[src/rtl/ps2_pkg.sv]
// Shared definitions for the PS/2 mouse packet assembler: FSM states,
// byte0 bit positions and axis width.
package ps2_pkg;

    typedef enum logic [1:0] {
        WAIT_B0,
        WAIT_B1,
        WAIT_B2,
        PUBLISH
    } ps2_state_t;

    localparam int unsigned B0_SYNC  = 3;
    localparam int unsigned B0_XSIGN = 4;
    localparam int unsigned B0_YSIGN = 5;
    localparam int unsigned B0_XOVF  = 6;
    localparam int unsigned B0_YOVF  = 7;

    localparam int unsigned AXIS_W = 9;

    localparam logic [AXIS_W-1:0] AXIS_NEG_SAT = 9'h100;
    localparam logic [AXIS_W-1:0] AXIS_POS_SAT = 9'h0FF;

endpackage

[src/rtl/ps2_gap_timer.sv]
// Inter-byte gap counter: counts while run is high, saturates at
// TIMEOUT_CYCLES and raises expired there; clear has priority.
module ps2_gap_timer #(
    parameter int unsigned TIMEOUT_CYCLES = 100000
) (
    input  logic clk,
    input  logic rst,
    input  logic run,
    input  logic clear,
    output logic expired
);

    localparam int unsigned CW = $clog2(TIMEOUT_CYCLES + 1);
    localparam logic [CW-1:0] LIMIT = CW'(TIMEOUT_CYCLES);

    logic [CW-1:0] count_q;

    always_ff @(posedge clk) begin
        if (!rst) begin
            count_q <= '0;
        end else if (clear) begin
            count_q <= '0;
        end else if (run && (count_q != LIMIT)) begin
            count_q <= count_q + 1'b1;
        end
    end

    assign expired = (count_q == LIMIT);

endmodule

[src/rtl/ps2_packet_assembler.sv]
// Builds 3-byte PS/2 mouse packets with resync and gap timeout.
// Optional overflow saturation: define PS2_PKT_SATURATE_EN.
module ps2_packet_assembler
    import ps2_pkg::*;
#(
    parameter int unsigned TIMEOUT_CYCLES = 100000
) (
    input  logic              clk,
    input  logic              rst,
    input  logic              byte_valid,
    input  logic [7:0]        byte_data,
    input  logic              byte_err,
    output logic [AXIS_W-1:0] x_axis,
    output logic [AXIS_W-1:0] y_axis,
    output logic [2:0]        buttons,
    output logic              package_done,
    output logic              pkt_err
);

    ps2_state_t state_q, state_d;

    logic take_b0, take_b1, take_b2;
    logic err_d;
    logic timer_run, timer_clear, expired;

    logic [2:0] b0_btn_q;
    logic       b0_xs_q, b0_ys_q;
`ifdef PS2_PKT_SATURATE_EN
    logic       b0_xo_q, b0_yo_q;
`endif
    logic [7:0] b1_q;

    logic [AXIS_W-1:0] x_d, y_d;

    ps2_gap_timer #(
        .TIMEOUT_CYCLES(TIMEOUT_CYCLES)
    ) u_gap_timer (
        .clk    (clk),
        .rst    (rst),
        .run    (timer_run),
        .clear  (timer_clear),
        .expired(expired)
    );

    always_ff @(posedge clk) begin
        if (!rst) begin
            state_q <= WAIT_B0;
        end else begin
            state_q <= state_d;
        end
    end

    // PUBLISH treats an incoming byte exactly like WAIT_B0 does.
    always_comb begin
        state_d = state_q;
        take_b0 = 1'b0;
        take_b1 = 1'b0;
        take_b2 = 1'b0;
        err_d   = 1'b0;
        case (state_q)
            WAIT_B0, PUBLISH: begin
                state_d = WAIT_B0;
                if (byte_valid) begin
                    if (byte_err || !byte_data[B0_SYNC]) begin
                        err_d = 1'b1;
                    end else begin
                        take_b0 = 1'b1;
                        state_d = WAIT_B1;
                    end
                end
            end
            WAIT_B1: begin
                if (byte_valid) begin
                    if (byte_err) begin
                        err_d   = 1'b1;
                        state_d = WAIT_B0;
                    end else begin
                        take_b1 = 1'b1;
                        state_d = WAIT_B2;
                    end
                end else if (expired) begin
                    err_d   = 1'b1;
                    state_d = WAIT_B0;
                end
            end
            WAIT_B2: begin
                if (byte_valid) begin
                    if (byte_err) begin
                        err_d   = 1'b1;
                        state_d = WAIT_B0;
                    end else begin
                        take_b2 = 1'b1;
                        state_d = PUBLISH;
                    end
                end else if (expired) begin
                    err_d   = 1'b1;
                    state_d = WAIT_B0;
                end
            end
            default: state_d = WAIT_B0;
        endcase
    end

    assign timer_run   = (state_q == WAIT_B1) || (state_q == WAIT_B2);
    assign timer_clear = take_b0 || take_b1 || take_b2 ||
                         (state_d == WAIT_B0) || (state_d == PUBLISH);

    always_comb begin
        x_d = {b0_xs_q, b1_q};
        y_d = {b0_ys_q, byte_data};
`ifdef PS2_PKT_SATURATE_EN
        if (b0_xo_q) x_d = b0_xs_q ? AXIS_NEG_SAT : AXIS_POS_SAT;
        if (b0_yo_q) y_d = b0_ys_q ? AXIS_NEG_SAT : AXIS_POS_SAT;
`endif
    end

    // Data loads on the third byte; the done strobe follows one cycle later.
    always_ff @(posedge clk) begin
        if (!rst) begin
            b0_btn_q     <= '0;
            b0_xs_q      <= 1'b0;
            b0_ys_q      <= 1'b0;
`ifdef PS2_PKT_SATURATE_EN
            b0_xo_q      <= 1'b0;
            b0_yo_q      <= 1'b0;
`endif
            b1_q         <= '0;
            x_axis       <= '0;
            y_axis       <= '0;
            buttons      <= '0;
            package_done <= 1'b0;
            pkt_err      <= 1'b0;
        end else begin
            package_done <= (state_q == PUBLISH);
            pkt_err      <= err_d;
            if (take_b0) begin
                b0_btn_q <= byte_data[2:0];
                b0_xs_q  <= byte_data[B0_XSIGN];
                b0_ys_q  <= byte_data[B0_YSIGN];
`ifdef PS2_PKT_SATURATE_EN
                b0_xo_q  <= byte_data[B0_XOVF];
                b0_yo_q  <= byte_data[B0_YOVF];
`endif
            end
            if (take_b1) begin
                b1_q <= byte_data;
            end
            if (take_b2) begin
                x_axis  <= x_d;
                y_axis  <= y_d;
                buttons <= b0_btn_q;
            end
        end
    end

endmodule

[config.mk]
export PLATFORM = sky130hd
export DESIGN_NAME = ps2_packet_assembler
export DESIGN_NICKNAME = d
export VERILOG_FILES = /design/src/rtl/ps2_pkg.sv /design/src/rtl/ps2_gap_timer.sv /design/src/rtl/ps2_packet_assembler.sv
export SDC_FILE = /design/constraint.sdc
export NUM_CORES = 1
export LEC_CHECK = 0
export CORE_MARGIN = 2
export CORE_UTILIZATION = 55
export CTS_BUF_LIST = sky130_fd_sc_hd__clkbuf_8
export DETAILED_ROUTE_END_ITERATION = 8
export HOLD_SLACK_MARGIN = 0.12
export PLACE_DENSITY = 0.85
export SYNTH_ARGS = -nofsm -noshare
export SYNTH_HDL_FRONTEND = slang
export SYNTH_SLANG_ARGS = --single-unit
[constraint.sdc]
create_clock -name clk -period 4.75 [get_ports clk]
set_input_delay 0.475 -clock clk [delete_from_list [all_inputs] [get_ports clk]]
set_output_delay 0.475 -clock clk [all_outputs]
set_load 0.01 [all_outputs]
==> impl_metrics.tcl <==
set metrics [dict create \
    max_slew_margin 0.281 \
    postCtsHoldBufs 0 \
    vias 1843 \
    path_buf_inv 1 \
    endpoint_kind "flip-flop" \
    ys_seq_area_frac 0.486 \
    ant_nets 0 \
    htreeDepth 2 \
    synth_seq_cells 55 \
    synth_edf_count 0 \
    portBuffers 34 \
    synth_area_leaders "dfxtp_1 49%, nand2_1 9.1%, a21oi_1 6.6%" \
    antenna_found_initial 0 \
    wl_per_cell_um 13.2 \
    drt_iter0_drc 113 \
    vias_per_cell 5.42 \
    fin_skew_ns 0.00900 \
    routed_wl_um 4490 \
    rsz0062_at_grt "no" \
    critPathMaxFanout 22 \
    drive_gt1_frac 0.0586 \
    path_clk_slew_ns 0.10 \
    hold_class "reg -> reg" \
    p_leak_uw 0.000952 \
    core_mm2 0.00397 \
    worstMarginPinSlew_ns 1.08 \
    grt_pass1_vias 1693 \
    synthTopCellsByCount "55 x dfxtp_1, 55 x nand2_1, 30 x a21oi_1" \
    start_kind "primary input" \
    cts_tree "done" \
    cpPeakStageDelay_ns 0.93 \
    boundaryPins 35 \
    max_cap_viol_count 0 \
    grt_overflow_total 0 \
    clockBufferDepth 2 \
    crit_chain "clkdlybuf4s50_1 > nor2b_1 > and2_0 > nand2_1 > a31oi_1" \
    grt.total_usage 0.212 \
    synth_nets 278 \
    routabilityCongestion 0.865 \
    max_freq_mhz 377 \
    synth_warnings 0 \
    avgSynthCellArea_um2 8.67 \
    critPathKind "in -> reg" \
    grt_pass1_wl_um 7440 \
    multi_input_area_mm2 0.00108 \
    clkLatencyLatePin_ns 0.32 \
    num-fill-cells 338 \
    start_util 0.570 \
    cpLargestDelayFamily "simple AND/OR/NAND/NOR gates" \
    holdWs_ns 0.456 \
    post-cts-setup-buffers 0 \
    finalSetupViolCount 0 \
    hold_viol 0 \
    required_ns 4.96 \
    path_depth 5 \
    status "finished, final reports clean" \
    hold_depth 2 \
    final.min_clock_period_ns 2.65 \
    die_h_um 68.2 \
    cts.sinks 55 \
    synthDistinctLibCells 35 \
    reg2regPathDepth 6 \
    root_buffer "clkbuf_8" \
    maxSlewViolCount 0 \
    syn_to_final_growth_pct 20.3 \
    hpwl_um 3030 \
    seqCellArea_mm2 0.00110 \
    die-area_mm2 0.00464 \
    cts_made_buffers 5 \
    synth_area_mm2 0.00226 \
    synth_ff_type "dfxtp_1" \
    num_rows 23 \
    die_x_um 68.2 \
    first_pass_iters 4 \
    yosys.area.top_type "dfxtp_1" \
    n_antenna_cell 0 \
    min_period_over_period 0.558 \
    cpMaxStageDelayCell "and2_0" \
    finalSetupTns_ns 0 \
    grt_max_degree 37 \
    arrival_ns 2.87 \
    drc 0 \
    ir_worst_vdd_mv 0.145 \
    power.density_mw_per_mm2 296 \
    post_cts_resized 0 \
    nNetsFinal 306 \
    syn_inst 261 \
    synth_top_area_frac 0.486 \
    synthArstFlopShare 0 \
]
-- worst paths after layout --
kind / start / to / slack [ns]
worst min-delay path: b1_q[7]$_SDFFE_PN0P_ / x_axis[7]$_SDFFE_PN0P_ / 0.46
worst max register to register: state_q[0]$_SDFF_PN0_ / u_gap_timer.count_q[15]$_SDFFE_PP0P_ / 2.50
worst max-delay path: byte_valid / state_q[0]$_SDFF_PN0_ / 2.10
worst min register to register: b1_q[7]$_SDFFE_PN0P_ / x_axis[7]$_SDFFE_PN0P_ / 0.46
-- report_power, final --
group / total, µW / switching (µW) / internal [µW]
logic: 28.9 / 15.5 / 13.5
clock network: 313 / 156 / 157
registers: 465 / 1.49 / 463
-- placed cells by master, fill, tap and decap left out, types with 2 or more instances in the layout --
cell             netlist  final
nor2_1                24     24
nand3_1               10     10
a31oi_1                2      2
nand2_1               55     55
o21ai_0                2      2
clkdlybuf4s50_1        0     34
a21oi_1               30     30
xor2_1                 8      8
nor2b_1                3      3
nand4_1                8      8
nand4b_1               2      2
nor4_1                 4      4
clkbuf_8               0      5
ha_1                   5      5
dfxtp_1               55     55
and4b_1                2      2
xnor2_1                8      8
or3_1                  2      2
mux2i_1                7      7
nor3_1                 2      2
inv_1                  5      5
-- per-stage QoR --
step | instance area [µm²] | cells | util | power (µW) | setup WS (ns)
3_5_place_dp | 2610 | 332 | 0.657 | 504 | 1.81
4_1_cts | 2720 | 340 | 0.686 | 806 | 2.10
3_3_place_gp | 2610 | 332 | 0.657 | 504 | 1.92
2_1_floorplan | 2260 | 261 | - | 489 | 2.85
5_1_grt | 2720 | 340 | 0.686 | 828 | 1.88
6_report | 2720 | 340 | 0.686 | 807 | 2.10
-- sequential cells by signal (all words and copies together), names as in the netlist --
| name | count |
|---|---|
| b0_btn_q | 3 |
| y_axis | 9 |
| package_done | 1 |
| pkt_err | 1 |
| x_axis | 9 |
| b1_q | 8 |
| b0_xs_q | 1 |
| b0_ys_q | 1 |
| u_gap_timer.count_q | 17 |
| state_q | 2 |
| buttons | 3 |
-- layout make-up --
cell class	instances	share of cell area
well taps	50	0.0230
multi-input cells	187	0.398
repair buffers	34	0.125
clock inverters	3	0.0161
clock buffers	5	0.0253
flip-flops and latches	55	0.404
inverters	6	0.00827
-- worst register-to-register path, stage by stage, from the launching register on --
cell	delay [ns]
dfxtp_1	0.46
inv_1	0.07
ha_1	0.44
nand3b_4	0.24
or4_4	0.52
or3_1	0.32
a21oi_1	0.13
-- cells by family (layout without fill, tap and decap cells) --
group,after synthesis,count (layout),synth area share
simple gates,124,124,0.278
flops,55,55,0.486
compound gates,35,35,0.0807
buf+inv,19,48,0.0348
xor+xnor,16,16,0.0619
mux,7,7,0.0310
fa+ha+maj,5,5,0.0276
-- per-layer routing --
layer / track usage / part of all wire / vias to the layer above / wire length, µm
met3: 0.0395 / 0.039 / 10 / 174
met4: 0.0925 / 0.021 / 0 / 93
li1: - / - / 938 / -
met2: 0.343 / 0.47 / 44 / 2100
met5: 0 / 0 / - / 0
met1: 0.274 / 0.47 / 851 / 2120
Note: power is estimated with default switching activity, not from simulation.
